===== config.mk =====
export PLATFORM = sky130hd
export DESIGN_NAME = sq_recon
export DESIGN_NICKNAME = d
export VERILOG_FILES = /design/src/rtl/sq_recon.sv
export SDC_FILE = /design/constraint.sdc
export NUM_CORES = 1
export LEC_CHECK = 0
export CORE_ASPECT_RATIO = 1.4
export CORE_MARGIN = 1.5
export CORE_UTILIZATION = 52
export DETAILED_ROUTE_END_ITERATION = 10
export PLACE_DENSITY = 0.86
export SYNTH_ARGS = -nofsm -noshare
export SYNTH_HDL_FRONTEND = slang
export SYNTH_SLANG_ARGS = --single-unit

===== constraint.sdc =====
create_clock -name clk -period 3.7 [get_ports clk]
set_clock_uncertainty 0.15 [all_clocks]
set_input_delay 0.37 -clock clk [delete_from_list [all_inputs] [get_ports clk]]
set_output_delay 0.37 -clock clk [all_outputs]
set_load 0.01 [all_outputs]

===== src/rtl/sq_recon.sv =====
// sq_recon: rebuilds d = q*q + r by 16-cycle shift-add and flags illegal root/remainder pairs
module sq_recon (
  input  logic        clk,
  input  logic        rst,
  input  logic        start,
  input  logic [15:0] q,
  input  logic [16:0] r,
  output logic [31:0] d,
  output logic        busy,
  output logic        done,
  output logic        err
);
  typedef enum logic [1:0] {IDLE, CALC, DONE} state_t;
  state_t      state;
  logic [15:0] mcand, mplier;
  logic [32:0] acc, acc_nx;
  logic [3:0]  cnt;
  logic        err_next;
  // the final partial product must land in d on the same edge that leaves CALC
  assign acc_nx = acc + (mplier[0] ? ({17'b0, mcand} << cnt) : 33'd0);
  always_ff @(posedge clk) begin
    if (rst) begin
      state    <= IDLE;
      mcand    <= '0;
      mplier   <= '0;
      acc      <= '0;
      cnt      <= '0;
      err_next <= 1'b0;
      d        <= '0;
      busy     <= 1'b0;
      done     <= 1'b0;
      err      <= 1'b0;
    end else begin
      case (state)
        IDLE: if (start) begin
          state    <= CALC;
          mcand    <= q;
          mplier   <= q;
          acc      <= {16'b0, r};
          cnt      <= '0;
          err_next <= r > {q, 1'b0};
          busy     <= 1'b1;
        end
        CALC: begin
          acc    <= acc_nx;
          mplier <= mplier >> 1;
          cnt    <= cnt + 4'd1;
          if (cnt == 4'd15) begin
            state <= DONE;
            busy  <= 1'b0;
            done  <= 1'b1;
            d     <= acc_nx[31:0];
            err   <= err_next;
          end
        end
        DONE: begin
          state <= IDLE;
          done  <= 1'b0;
        end
        default: state <= IDLE;
      endcase
    end
  end
endmodule


==> qor.yml <==
status: "finished, violations left"
violations: "setup timing"
max_freq_ghz: 0.258
rsz0062_at_grt: "true"
power_density_nw_per_um2: 302
clockRootBuffer: "clkbuf_16"
hold_class: "reg -> reg"
drt_iter0_markers: 507
die_height_um: 138
grt-ovfl-total: 0
drt_wl_total_um: 20200
dr.pass1.iters: 5
num_rows: 49
dp_cells: 1149
async_reset_ff_share_pct: 0
drc: 0
synth.ff_latch_count: 106
crit_type: "reg -> reg"
cp-end-kind: "register"
yosys_warnings: 0
dominantRegCellSynth: "dfxtp_1"
ant_nets: 0
cpMaxStageDelayCell: "dfxtp_4"
crit_arrival_ns: 3.97
coreArea_um2: 12800
setup_slack_ns: -0.177
ir_drop_mv: 0.243
cp-start-kind: "register"
synth_edf_count: 0
setup_viol: 15
grt_max_degree: 64
syn_to_final_growth_pct: 32.9
path_clk_slew_ns: 0.08
power.total_uw: 2730
grt_use_total_pct: 28.1
cts_max_level: 3
drive_gt1_share_pct: 20.7
ctsLongestPathBuffers: 2
intPower_uw: 1950
fin_crit_ns: 3.88
p_sw_share_pct: 28.6
io_buffers: 70
n_fill_cell: 918
n_antenna_cell: 0
numCtsBuffers: 9
p_leak_uw: 0.00380
clkSinkCount: 106
p_clk_share_pct: 36.6
worstPathCellList: "buf_6 -> mux2i_1 -> o22a_1 -> nor2_1 -> a21oi_2 -> nand2_1 -> and3_1 -> ha_1 -> a21oi_2 -> nor2b_1 -> a221o_1 -> o2bb2ai_2 -> a31oi_4 -> a31oi_4 -> a221oi_4 -> or4_1 -> nand3_1"
cap_violations: 0
seqPwrFrac_pct: 44.7
ioPinCount: 71
critPathMaxFanout: 6
fp.dieW_um: 99.7
required_ns: 3.79
post-route-period-util_pct: 105
preCtsSetupSlack_ns: -0.258
maxSlewHeadroom_pct: 35.1
final_common_cell: "nand2_1"
drv_slew: 0
seq_area_frac_synth_pct: 31.2
tritoncts: "built"
antenna_found_initial: 0
dr_total_vias: 7092
place.gp.congestion: 0.946
place.detailed.hpwl_um: 14100
p_switching_uw: 781
synthesis.area_um2: 6810
start_util_pct: 53.1
finalNetCount: 1105
tightest_slew_ns: 0.969
syn_inst: 876
worstSkewPairLatency_ns: 0.35
syn_nets: 961
layout.cells.most_common_list: "nand2_1 (190), buf_4 (111), dfxtp_1 (104)"
die_area_um2: 13800
comb_power_share_pct: 18.6
grt_pass1_wl_um: 31600
wire_per_inst_um: 17.1
syn_area_per_cell_um2: 7.77
grt_pass1_vias: 6646
max_stage_delay_ns: 0.39
finalHoldViolations: 0
post_layout_nonfiller_instances: 1178
via_per_inst: 6.02
synth.distinct_cells: 73
==> Yosys cell counts (all sizes together), types with 4 or more instances <==
master / count / area [µm²]
inv: 23 / 86.3
nor3: 14 / 70.1
and2: 5 / 31.3
clkbuf: 45 / 169
nor3b: 6 / 50.1
nand2b: 8 / 50.1
o21a: 6 / 45.0
buf: 11 / 45.0
nand2: 190 / 713
a21o: 23 / 173
mux2i: 17 / 170
o31ai: 5 / 51.3
dfxtp: 106 / 2120
nor2: 73 / 277
and3: 4 / 25.0
a211oi: 5 / 37.5
ha: 48 / 601
nor2b: 12 / 75.1
nand4: 7 / 43.8
nand3b: 4 / 30.0
nand3: 15 / 75.1
xor2: 9 / 78.8
a21oi: 86 / 434
o211ai: 4 / 35.0
mux4: 5 / 113
a22o: 12 / 105
a311oi: 16 / 140
xnor2: 17 / 149
o21ai: 24 / 124
a31oi: 20 / 146
==> power groups by stage <==
stage                     sequential (µW)  clock [µW]  combinational, µW
after floorplan                      1240           0                276
after global placement               1240           0                448
after detailed placement             1240           0                457
after CTS                            1220        1000                479
after global routing                 1230        1030                551
final                                1220        1000                508
==> flip-flops by register name (all words and copies together), names as in the netlist <==
register  count
acc          32
d            32
mcand        16
mplier       16
cnt           4
state         2
busy          1
done          1
err           1
err_next      1
==> final timing paths <==
path	startpoint	end	slack, ns	cells past startpoint
setup reg to reg	cnt[1]	d[31]	-0.18	17
setup / recovery	cnt[1]	d[31]	-0.18	17
hold / removal	d[18]	d[18]	0.30	2
hold reg to reg	d[18]	d[18]	0.30	2
==> routing by layer <==
metal / share of wire (%) / global-route usage [%] / wire [µm] / up-vias
li1: - / - / - / 3396
met1: 41 / 34.6 / 8220 / 3348
met2: 50 / 48.0 / 10100 / 277
met3: 4.6 / 3.89 / 936 / 71
met4: 4.4 / 13.4 / 886 / 0
met5: 0 / 0 / 0 / -
==> cells by family (layout without fill, tap and decap cells) <==
kind of cell               Yosys count  after routing  share of synthesized area (%)
and+or+nand+nor                    355            355                           23.1
AOI/OAI and AO/OA                  236            236                           24.2
DFF                                106            106                           31.2
buffers and inverters               79            228                           4.41
adders and majority gates           49             49                           9.12
xor gates and xnor gates            26             26                           3.35
muxes                               25             25                           4.65
==> area by class of cell <==
class / instances / area (µm²) / area share (%)
Multi-Input combinational cell: 691 / 4700 / 52.0
Sequential cell: 106 / 2130 / 23.5
Timing Repair Buffer: 189 / 1640 / 18.1
Clock buffer: 9 / 225 / 2.49
Tap cell: 153 / 191 / 2.12
Inverter: 23 / 86.3 / 0.954
Clock inverter: 7 / 76.3 / 0.844
==> per-stage QoR <==
step / TNS [ns] / hold slack, ns / utilization [%] / cell area [µm²]
finish: -1.27 / 0.303 / 70.6 / 9050
global placement: -1.22 / 0.292 / 64.8 / 8310
global route: -5.22 / 0.320 / 70.6 / 9050
CTS: -0.0000959 / 0.305 / 69.0 / 8850
floorplan: 0 / 0.282 / - / 6840
detailed placement: -2.69 / 0.296 / 64.8 / 8310
==> worst max-delay path, delay by kind of cell, from the launching register on <==
kind | cells | cell delay [ns]
AOI/OAI and AO/OA | 8 | 1.81
adders and majority gates | 1 | 0.31
buffers and inverters | 1 | 0.14
DFF | 1 | 0.39
muxes | 1 | 0.34
and+or+nand+nor | 6 | 0.64
==> repair_timing <==
| action | CTS | global route |
|---|---|---|
| pin swaps | 16 | 25 |
| resized for setup | 38 | 30 |
| hold buffers | 0 | 0 |
| endpoints found under the hold margin | 0 | 0 |
| endpoints found under the setup margin | 25 | 36 |
| gates cloned | 1 | 0 |
| setup buffers | 6 | 6 |
Note: power is estimated with default switching activity, not from simulation.
